--- config.mk ---
export PLATFORM = sky130hd
export DESIGN_NAME = decryption
export DESIGN_NICKNAME = d
export VERILOG_FILES = /design/src/rtl/decryption.sv
export SDC_FILE = /design/constraint.sdc
export NUM_CORES = 1
export LEC_CHECK = 0
export CAP_MARGIN = 5
export CELL_PAD_IN_SITES_DETAIL_PLACEMENT = 1
export CELL_PAD_IN_SITES_GLOBAL_PLACEMENT = 1
export CORE_ASPECT_RATIO = 1.2
export CORE_UTILIZATION = 45
export DETAILED_ROUTE_END_ITERATION = 6
export GPL_TIMING_DRIVEN = 0
export PLACE_DENSITY_LB_ADDON = 0.1
export RECOVER_POWER = 25
export SYNTH_ARGS = -nofsm -noshare
export SYNTH_HDL_FRONTEND = slang
export SYNTH_SLANG_ARGS = --single-unit
--- constraint.sdc ---
create_clock -name clock -period 1.7 [get_ports clock]
set_input_delay 0.255 -clock clock [delete_from_list [all_inputs] [get_ports clock]]
set_output_delay 0.255 -clock clock [all_outputs]
set_load 0.02 [all_outputs]
--- src/rtl/decryption.sv ---
// decryption: five-stage inverse of the encryption pipeline. Key travels with its word, and the block counts delivered words.
// Latency: a word accepted at edge t is presented after edge t+4. Throughput is one word per cycle.
// Backpressure: bubble-collapsing valid/ready. A stage loads whenever it is empty or its successor moves.
module decryption #(
  parameter int N     = 8,
  parameter int CNT_W = 16
) (
  input  logic             clock,
  input  logic             reset_n,
  input  logic             in_valid,
  output logic             in_ready,
  input  logic [N-1:0]     e_data,
  input  logic [N-1:0]     key,
  output logic             out_valid,
  input  logic             out_ready,
  output logic [N-1:0]     d_data,
  output logic [CNT_W-1:0] dec_count
);

  localparam int H = N / 2;

  // Stage state: index 0 is S1 ... index 4 is S5.
  // S5 needs no key because the XOR is already applied when S5 loads.
  logic [4:0]          vld_q;
  logic [4:0][N-1:0]   wrd_q;
  logic [3:0][N-1:0]   key_q;
  logic [CNT_W-1:0]    cnt_q;

  logic [4:0]          rdy;
  logic [4:0]          vld_d;
  logic [4:0][N-1:0]   wrd_d;
  logic [3:0][N-1:0]   key_d;

  function automatic logic [N-1:0] swap_f(input logic [N-1:0] x);
    return {x[H-1:0], x[N-1:H]};
  endfunction

  function automatic logic [N-1:0] rev_f(input logic [N-1:0] x);
    logic [N-1:0] r;
    for (int i = 0; i < N; i++) r[i] = x[N-1-i];
    return r;
  endfunction

  // A stage may load when out_ready is high or any stage from it down to S5 is empty.
  // Each ready term is computed directly, so the chain has no self-referencing vector.
  always_comb begin
    rdy = '0;
    for (int i = 0; i < 5; i++) begin
      logic acc;
      acc = out_ready;
      for (int j = i; j < 5; j++) acc = acc | ~vld_q[j];
      rdy[i] = acc;
    end
  end

  // Candidate contents for each stage, taken from its predecessor.
  always_comb begin
    vld_d    = {vld_q[3:0], in_valid};
    key_d    = {key_q[2:0], key};
    wrd_d    = '0;
    wrd_d[0] = swap_f(e_data);
    wrd_d[1] = rev_f(wrd_q[0]);
    wrd_d[2] = ~wrd_q[1];
    wrd_d[3] = swap_f(wrd_q[2]);
    wrd_d[4] = wrd_q[3] ^ key_q[3];
  end

  // Stage registers: load when ready, otherwise hold every field.
  always_ff @(posedge clock or negedge reset_n) begin
    if (!reset_n) begin
      vld_q <= '0;
      wrd_q <= '0;
      key_q <= '0;
    end else begin
      for (int i = 0; i < 5; i++) begin
        if (rdy[i]) begin
          vld_q[i] <= vld_d[i];
          wrd_q[i] <= wrd_d[i];
        end
      end
      for (int i = 0; i < 4; i++) begin
        if (rdy[i]) key_q[i] <= key_d[i];
      end
    end
  end

  // Delivered-word counter. It saturates at all-ones so that it never wraps.
  always_ff @(posedge clock or negedge reset_n) begin
    if (!reset_n) begin
      cnt_q <= '0;
    end else if (vld_q[4] && out_ready && (cnt_q != '1)) begin
      cnt_q <= cnt_q + CNT_W'(1);
    end
  end

  assign in_ready  = rdy[0];
  assign out_valid = vld_q[4];
  assign d_data    = wrd_q[4];
  assign dec_count = cnt_q;

endmodule
==> impl_metrics.tcl <==
set metrics [dict create \
    path_clk_slew_ns 0.08 \
    clkSinkCount 93 \
    setup_viol 0 \
    gp_congestion 0.8127 \
    wl_per_cell_um 15.81 \
    wl_um 7303 \
    h-tree-depth 3 \
    slowest_stage "clkdlybuf4s50_1" \
    clkLatencyLatePin_ns 0.35 \
    hold_viol 0 \
    final_util_pct 58.43 \
    syn_inst 276 \
    grt_pass1_vias 2479 \
    mostFrequentLayoutCell "dfrtp_1" \
    drc 0 \
    synth_seq_cells 93 \
    cp_max_fo 4 \
    crit_buf_inv 1 \
    synthArstFlopShare_pct 100.0 \
    port_buffers 45 \
    route.vias.total 2315 \
    nets 364 \
    coreArea_um2 8153 \
    grt_setup_unrepaired "yes" \
    worst_pin_slew_ns 1.089 \
    cp_cell_sequence "clkdlybuf4s50_1" \
    postRouteAntennaNets 0 \
    required_ns 1.44 \
    cts_inserted_buffers 9 \
    synth.net_count 297 \
    n_antenna_cell 0 \
    min_period_ns 1.642 \
    cp_top_family "buffers and inverters" \
    end_kind "primary output" \
    cts_tree "built" \
    rows 36 \
    max_clock_freq_mhz 609.0 \
    netlist_area_um2 3816 \
    cts_max_path_buffers 2 \
    critical_path_class "reg2out" \
    fin_skew_ns 0.005818 \
    p_leak_nw 2.217 \
    drv_slew 0 \
    cap_violations 0 \
    dieHeight_um 102.9 \
    track_usage_pct 19.11 \
    cpPeakStageDelay_ns 0.62 \
    synth-edff-count 0 \
    syn_to_final_growth_pct 24.82 \
    synthFlopType "dfrtp_1" \
    drive_gt1_share_pct 33.62 \
    power.total_mw 6.207 \
    start_util_pct 46.81 \
    synth.avg_cell_area_um2 13.83 \
    pin_count 46 \
    vdd_drop_max_uv 608.1 \
    ys_types 37 \
    grt_antenna_before_repair 0 \
    gr-total-overflow 0 \
    final_cell_mix "dfrtp_1, mux2_2, nor2_1" \
    die-area_um2 8854 \
    cp.arrival_ns 1.39 \
    grt_max_degree 54 \
    yosysSeqAreaShare_pct 60.98 \
    viasPerCell 5.011 \
    dr.pass1.iters 4 \
    fp.dieW_um 86.07 \
    period_share_pct 96.59 \
    grt_pass1_wl_um 12530 \
    power_density_nw_per_um2 1303 \
    max_slew_margin_pct 27.37 \
    yosysWarnings 0 \
    post-dp-hpwl_um 5118 \
    hold_path.class "reg2reg" \
    drt_iter0_drc 71 \
    root_buffer "clkbuf_8" \
    status "complete, no violations" \
    cp-start-kind "flip-flop" \
    n_fill_cell 808 \
]
[synthesized netlist by cell type, drive strengths merged (4+ instances only)]
cell type | count | area, µm²
nand3 | 5 | 25.02
dfrtp | 93 | 2327
xnor2 | 10 | 87.58
clkbuf | 4 | 16.26
nor2 | 23 | 105.1
nor3 | 6 | 35.03
nand2 | 9 | 41.29
nand2b | 5 | 31.28
mux2 | 58 | 686.9
buf | 13 | 97.59
nand4 | 5 | 43.79
xor2 | 9 | 78.83
a21oi | 17 | 85.08
[stage by stage]
stage	cells	setup slack (ns)	hold slack, ns	cell area [µm²]	TNS (ns)
finish	462	0.05802	0.4476	4763	0
global route	462	-0.02188	0.4647	4763	-0.04109
CTS	463	-0.02695	0.4319	4725	-0.02695
detailed placement	436	-0.7953	0.2832	4434	-21.49
global placement	435	-3.083	0.4269	4409	-306.07
floorplan	276	0.004895	-0.04059	3816	0
[cells by family (layout without fill, tap and decap cells)]
group / Yosys count / in the layout / synth area share (%)
flip-flops: 93 / 93 / 60.98
AO/OA/AOI/OAI: 23 / 23 / 3.279
XOR/XNOR: 19 / 19 / 4.361
adder cells (fa/ha/maj): 1 / 1 / 0.3278
buffers and inverters: 18 / 90 / 3.082
multiplexers: 58 / 58 / 18.00
AND/OR/NAND/NOR: 64 / 64 / 9.967
[path summary, 6_finish.rpt]
path | from | to | slack, ns | cells past startpoint
worst max register to register | dec_count[4] | dec_count[15] | 0.07 | 4
max in group asynchronous | reset_n | vld_q[0] | 0.29 | 3
worst min register to register | wrd_q[8] | wrd_d[28] | 0.45 | 1
worst max-delay path | dec_count[7] | dec_count[7] | 0.06 | 1
min in group asynchronous | reset_n | dec_count[5] | 0.62 | 2
worst min-delay path | wrd_q[8] | wrd_d[28] | 0.45 | 1
[metal layers]
layer | up-vias | share of wire, % | track usage [%]
met4 | 0 | 2.5 | 10.77
met5 | - | 0 | 0
met2 | 50 | 54 | 33.33
met3 | 13 | 2.9 | 2.722
li1 | 1086 | - | -
met1 | 1166 | 41 | 22.83
[area by class of cell]
cell class	count	area, µm²	share of cell area [%]
Buffer	14	93.84	1.970
Clock buffer	13	158.9	3.336
Tap cell	114	142.6	2.994
Inverter	1	3.754	0.07880
Sequential cell	93	2332	48.96
Timing Repair Buffer	59	598.1	12.56
Multi-Input combinational cell	165	1414	29.68
Clock inverter	3	20.02	0.4203
[timing repair]
| action | CTS | global route |
|---|---|---|
| endpoints found under the hold margin | 40 | 0 |
| hold buffers | 1 | 0 |
| endpoints found under the setup margin | 37 | 35 |
| resized for setup | 22 | 22 |
| buffers inserted | 10 | 2 |
| pin swaps | 5 | 2 |
[state kept, by name, indices dropped and copies added (netlist names)]
register   count
d_data         8
dec_count     16
key_d         24
key_q          8
vld_q          5
wrd_d         16
wrd_q         16
[report_power, final]
part,switching [mW],internal [mW]
logic,0.769,0.987
registers,0.389,2.71
clock network,0.737,0.611
Note: power is estimated with default switching activity, not from simulation.
